### config.mk
export PLATFORM = sky130hd
export DESIGN_NAME = axis_fifo
export DESIGN_NICKNAME = d
export VERILOG_FILES = /design/src/rtl/axis_fifo.sv
export SDC_FILE = /design/constraint.sdc
export NUM_CORES = 1
export LEC_CHECK = 0
export BUFFER_PORTS_ARGS = -buffer_cell sky130_fd_sc_hd__buf_4
export CAP_MARGIN = 20
export CORE_ASPECT_RATIO = 0.8
export CORE_MARGIN = 2
export CORE_UTILIZATION = 55
export CTS_BUF_LIST = sky130_fd_sc_hd__clkbuf_4
export CTS_CLUSTER_DIAMETER = 100
export DETAILED_ROUTE_END_ITERATION = 8
export PLACE_DENSITY = 0.76
export SLEW_MARGIN = 0
export SYNTH_ARGS = -nofsm -noshare
export SYNTH_HDL_FRONTEND = slang
export SYNTH_SLANG_ARGS = --single-unit
### constraint.sdc
create_clock -name clk_i -period 2.9 [get_ports clk_i]
set_input_delay 0.145 -clock clk_i [delete_from_list [all_inputs] [get_ports clk_i]]
set_output_delay 0.145 -clock clk_i [all_outputs]
set_load 0.005 [all_outputs]
### src/rtl/axis_fifo.sv
// Synchronous AXI-Stream FIFO with first-word-fall-through output.
// Tracks stored beats and stored complete packets (tlast beats).
module axis_fifo #(
  parameter int DATA_WIDTH = 8,
  parameter int FIFO_DEPTH = 16
) (
  input  logic                          clk_i,
  input  logic                          arstn_i,
  input  logic [DATA_WIDTH-1:0]         s_axis_tdata,
  input  logic                          s_axis_tvalid,
  input  logic                          s_axis_tlast,
  output logic                          s_axis_tready,
  output logic [DATA_WIDTH-1:0]         m_axis_tdata,
  output logic                          m_axis_tvalid,
  output logic                          m_axis_tlast,
  input  logic                          m_axis_tready,
  output logic [$clog2(FIFO_DEPTH):0]   count_o,
  output logic [$clog2(FIFO_DEPTH):0]   pkt_cnt_o
);

  localparam int AW = $clog2(FIFO_DEPTH);
  localparam int PW = AW + 1;

  logic [DATA_WIDTH:0] mem [FIFO_DEPTH];
  logic [PW-1:0]       wr_ptr, rd_ptr;
  logic [PW-1:0]       count_q, pkt_cnt_q;
  logic [DATA_WIDTH:0] head;
  logic                empty, full;
  logic                wr_en, rd_en;
  logic                wr_last, rd_last;

  // Handshake: a beat transfers on a rising edge where valid and ready are
  // both 1; ready is derived from registered pointers only, never from the
  // opposite side's valid/ready, so a read cannot free a slot for a write
  // in the same cycle.
  assign empty = (wr_ptr == rd_ptr);
  assign full  = (wr_ptr[AW-1:0] == rd_ptr[AW-1:0]) && (wr_ptr[AW] != rd_ptr[AW]);

  assign s_axis_tready = !full;
  assign m_axis_tvalid = !empty;

  assign wr_en = s_axis_tvalid && !full;
  assign rd_en = m_axis_tready && !empty;

  assign head         = mem[rd_ptr[AW-1:0]];
  assign m_axis_tdata = head[DATA_WIDTH-1:0];
  assign m_axis_tlast = head[DATA_WIDTH];

  assign wr_last = wr_en && s_axis_tlast;
  assign rd_last = rd_en && head[DATA_WIDTH];

  assign count_o   = count_q;
  assign pkt_cnt_o = pkt_cnt_q;

  // Storage is deliberately not reset; output data is don't-care while empty.
  always_ff @(posedge clk_i) begin
    if (wr_en) begin
      mem[wr_ptr[AW-1:0]] <= {s_axis_tlast, s_axis_tdata};
    end
  end

  always_ff @(posedge clk_i or negedge arstn_i) begin
    if (!arstn_i) begin
      wr_ptr <= '0;
      rd_ptr <= '0;
    end else begin
      if (wr_en) wr_ptr <= wr_ptr + PW'(1);
      if (rd_en) rd_ptr <= rd_ptr + PW'(1);
    end
  end

  always_ff @(posedge clk_i or negedge arstn_i) begin
    if (!arstn_i) begin
      count_q <= '0;
    end else begin
      case ({wr_en, rd_en})
        2'b10:   count_q <= count_q + PW'(1);
        2'b01:   count_q <= count_q - PW'(1);
        default: count_q <= count_q;
      endcase
    end
  end

  // Packet count follows the same rule, restricted to tlast beats.
  always_ff @(posedge clk_i or negedge arstn_i) begin
    if (!arstn_i) begin
      pkt_cnt_q <= '0;
    end else begin
      case ({wr_last, rd_last})
        2'b10:   pkt_cnt_q <= pkt_cnt_q + PW'(1);
        2'b01:   pkt_cnt_q <= pkt_cnt_q - PW'(1);
        default: pkt_cnt_q <= pkt_cnt_q;
      endcase
    end
  end

endmodule

==> flow_summary.ini <==
[worst_setup_path]
crit_chain = mux4_2 -> nor2b_4 -> a211oi_2 -> a21oi_2 -> and2_4 -> ha_4 -> ha_4 -> nor2b_4 -> o21ai_2 -> a21oi_2 -> or3b_4 -> xnor2_2
worstSetupStartpointType = flop
crit_fanout = 4
crit_start = rd_ptr[0]$_DFFE_PN0P_
slowest_delay_ns = 0.51
worstPathRequired_ns = 3.33
cpMaxStageDelayCell = mux4_2
critical_path_arrival_ns = 3.34
crit_family = simple AND/OR/NAND/NOR gates
path_class = reg -> reg
cp_num_buf_inv = 0
critPathCaptureType = flop
r2r-end = pkt_cnt_o[4]$_DFFE_PN0P_
r2r-start = rd_ptr[0]$_DFFE_PN0P_
r2r_cells = 12
ff2ff_setup_slack_ns = -0.02

[synthesis]
ys_warn_count = 0
synth_edf_count = 144
synthDistinctLibCells = 34
synth_flop_cell = edfxtp_1
synth_fp_nets = 392
ys_seq_elements = 164
ys_seq_area_share_pct = 70.0
syn-cell-area_um2 = 6890
syn_avg_cell_area_um2 = 18.9
async_flop_share_pct = 12.2
syn-instance-count = 364

[cts]
cts-root-buf = clkbuf_4
htree_levels = 4
cts_buffer_depth = 2
clkTransAtPathRegs_ns = 0.13
cts_tree = built
worstSkewPairLatency_ns = 0.53
numCtsBuffers = 17
cts.sinks = 164

[placement]
portBuffers = 33
place_congestion = 0.842
hpwl_mm = 8.31
placed_cell_area_um2 = 7390

[global_routing]
grt_max_degree = 24
grt_usage_pct = 20.8
antenna_found_initial = 0
grt_pass1_vias = 3559
overflow = 0
grt_pass1_wl_mm = 20.2

[die]
die_w_um = 129
initial_core_util_pct = 56.4
core_um2 = 12200
fp.dieH_um = 104
die_area_um2 = 13400
boundaryPins = 34
num_rows = 36

[power_and_ir_drop]
ir_drop_mv = 0.519
cellPowerDensity_nw_per_um2 = 981
intPower_mw = 5.29
switchingPower_mw = 2.53
clkPwrFrac_pct = 18.6
combPwrFrac_pct = 41.4
p_seq_share_pct = 40.1
swShare_pct = 32.4
p_leak_nw = 2.85

[routing]
ant_nets = 0
drt-vias-per-instance = 5.72
drtPass1Iterations = 5
wl_mm = 13.1
post-route-drc-count = 0
first_iter_violations = 340
vias = 3520
routedWlPerCell_um = 21.3

[status]
violations = setup timing
status = complete, but fails checks

[final_layout]
final_common_cell = edfxtp_1
fin_util_pct = 65.3
area_growth_pct = 15.7
stdcell_area_um2 = 7970
fin_nets = 459
drive_gt1_share_pct = 32.7
fillCellCount = 796
layout_common_cells = edfxtp_1, buf_4, mux4_2
insertedDiodeCount = 0

[sta]
fin_crit_sh_pct = 101
clock.fmax_mhz = 343
max-slew-margin-rel_pct = 59.6
post-route-min-period_ns = 2.92
finalHoldViolCount = 0
fin_skew_ns = 0.0189
drv_slew = 0
fin_setup_tns_ns = -0.0175
finalSetupViolCount = 1
tightest_slew_ns = 0.607
setup_slack_ns = -0.0175
rsz0062_at_grt = yes

[run]
drv_cap = 0

[hold_path]
hold_depth = 5
min_from = s_axis_tvalid
min_path_type = in -> reg
min_to = count_o[0]$_DFFE_PN0P_
==> worst max path at each step <==
stage / end / slack [ns] / cells past startpoint
floorplan: count_o[4]$_DFFE_PN0P_ / 0.02 / 14
global placement: pkt_cnt_o[4]$_DFFE_PN0P_ / 0.02 / 12
detailed placement: pkt_cnt_o[4]$_DFFE_PN0P_ / -0.05 / 12
CTS: pkt_cnt_o[4]$_DFFE_PN0P_ / -0.02 / 12
global route: pkt_cnt_o[4]$_DFFE_PN0P_ / -0.12 / 12
finish: pkt_cnt_o[4]$_DFFE_PN0P_ / -0.02 / 12
==> worst register-to-register path, cell delays in order, from the launching register on <==
cell      delay, ns
dfrtp_2        0.44
mux4_2         0.52
nor2b_4        0.14
a211oi_2       0.22
a21oi_2        0.06
and2_4         0.15
ha_4           0.18
ha_4           0.22
nor2b_4        0.12
o21ai_2        0.16
a21oi_2        0.08
or3b_4         0.40
xnor2_2        0.14
==> kinds of logic (layout without fill, tap and decap cells) <==
| kind of cell | count (synthesis) | in the layout | share of synthesized area, % |
|---|---|---|---|
| compound gates | 35 | 35 | 3.41 |
| xor+xnor | 22 | 22 | 2.80 |
| fa+ha+maj | 15 | 15 | 2.94 |
| buf+inv | 30 | 110 | 2.53 |
| flops | 164 | 164 | 70.0 |
| mux | 46 | 46 | 13.8 |
| simple gates | 52 | 52 | 4.49 |
==> power by group through the flow <==
stage | clock (mW) | combinational (mW) | sequential [mW]
CTS | 1.47 | 3.05 | 3.12
global route | 1.57 | 3.48 | 3.17
finish | 1.45 | 3.24 | 3.13
detailed placement | 0 | 2.99 | 3.17
global placement | 0 | 2.92 | 3.15
floorplan | 0 | 2.07 | 3.13
==> timing repair <==
item | in CTS | in global routing
setup buffers | 2 | 3
gates resized for setup | 1 | 18
endpoints found under the hold margin | 164 | 0
cloned | 0 | 1
endpoints found under the setup margin | 2 | 2
pin swaps | 3 | 7
hold buffers | 12 | 0
==> synthesized netlist by cell type, types with 2 or more instances <==
library cell / n / area, µm²
a21o_1: 2 / 15.0
mux4_2: 26 / 586
nand3_1: 2 / 10.0
or3b_2: 2 / 17.5
a21oi_1: 13 / 65.1
a211oi_2: 4 / 50.1
dfrtp_1: 20 / 500
a211oi_1: 5 / 37.5
mux4_1: 10 / 263
edfxtp_1: 144 / 4320
and2_1: 2 / 12.5
o21ai_0: 9 / 45.0
xnor2_1: 11 / 96.3
ha_1: 13 / 163
nand4_1: 3 / 18.8
nor2b_1: 13 / 81.3
buf_6: 3 / 33.8
clkbuf_1: 5 / 18.8
xor2_1: 11 / 96.3
clkbuf_2: 2 / 10.0
inv_1: 11 / 41.3
nand2_1: 12 / 45.0
fa_1: 2 / 40.0
and3_1: 15 / 93.8
mux2i_1: 9 / 90.1
a21boi_2: 2 / 22.5
buf_4: 3 / 22.5
buf_2: 4 / 20.0
==> through the flow <==
step | std cells | power, mW | hold WS, ns | setup slack (ns)
floorplan | 364 | 5.20 | -0.151 | 0.0177
global placement | 565 | 6.07 | 0.0362 | 0.0238
detailed placement | 565 | 6.16 | 0.0395 | -0.0547
CTS | 611 | 7.65 | 0.164 | -0.0215
global route | 615 | 8.22 | 0.204 | -0.117
finish | 615 | 7.82 | 0.224 | -0.0175
==> registers in the layout, summed over array words and instances (netlist names) <==
name / cells
count_o: 5
rd_ptr: 5
mem: 144
pkt_cnt_o: 5
wr_ptr: 5
==> per-layer routing <==
layer | wire, µm | up-vias | global-route usage [%]
li1 | - | 1575 | -
met1 | 5680 | 1787 | 30.6
met2 | 6270 | 135 | 30.9
met3 | 935 | 23 | 5.45
met4 | 210 | 0 | 6.52
met5 | 0 | - | 0
==> cell type report <==
type	count	area [µm²]	share of cell area (%)
Inverter	11	43.8	0.549
Multi-Input combinational cell	170	2010	25.2
Clock buffer	21	158	1.98
Clock inverter	11	161	2.02
Tap cell	171	214	2.68
Timing Repair Buffer	67	563	7.06
Sequential cell	164	4830	60.5
(Power assumes the default switching activity.)
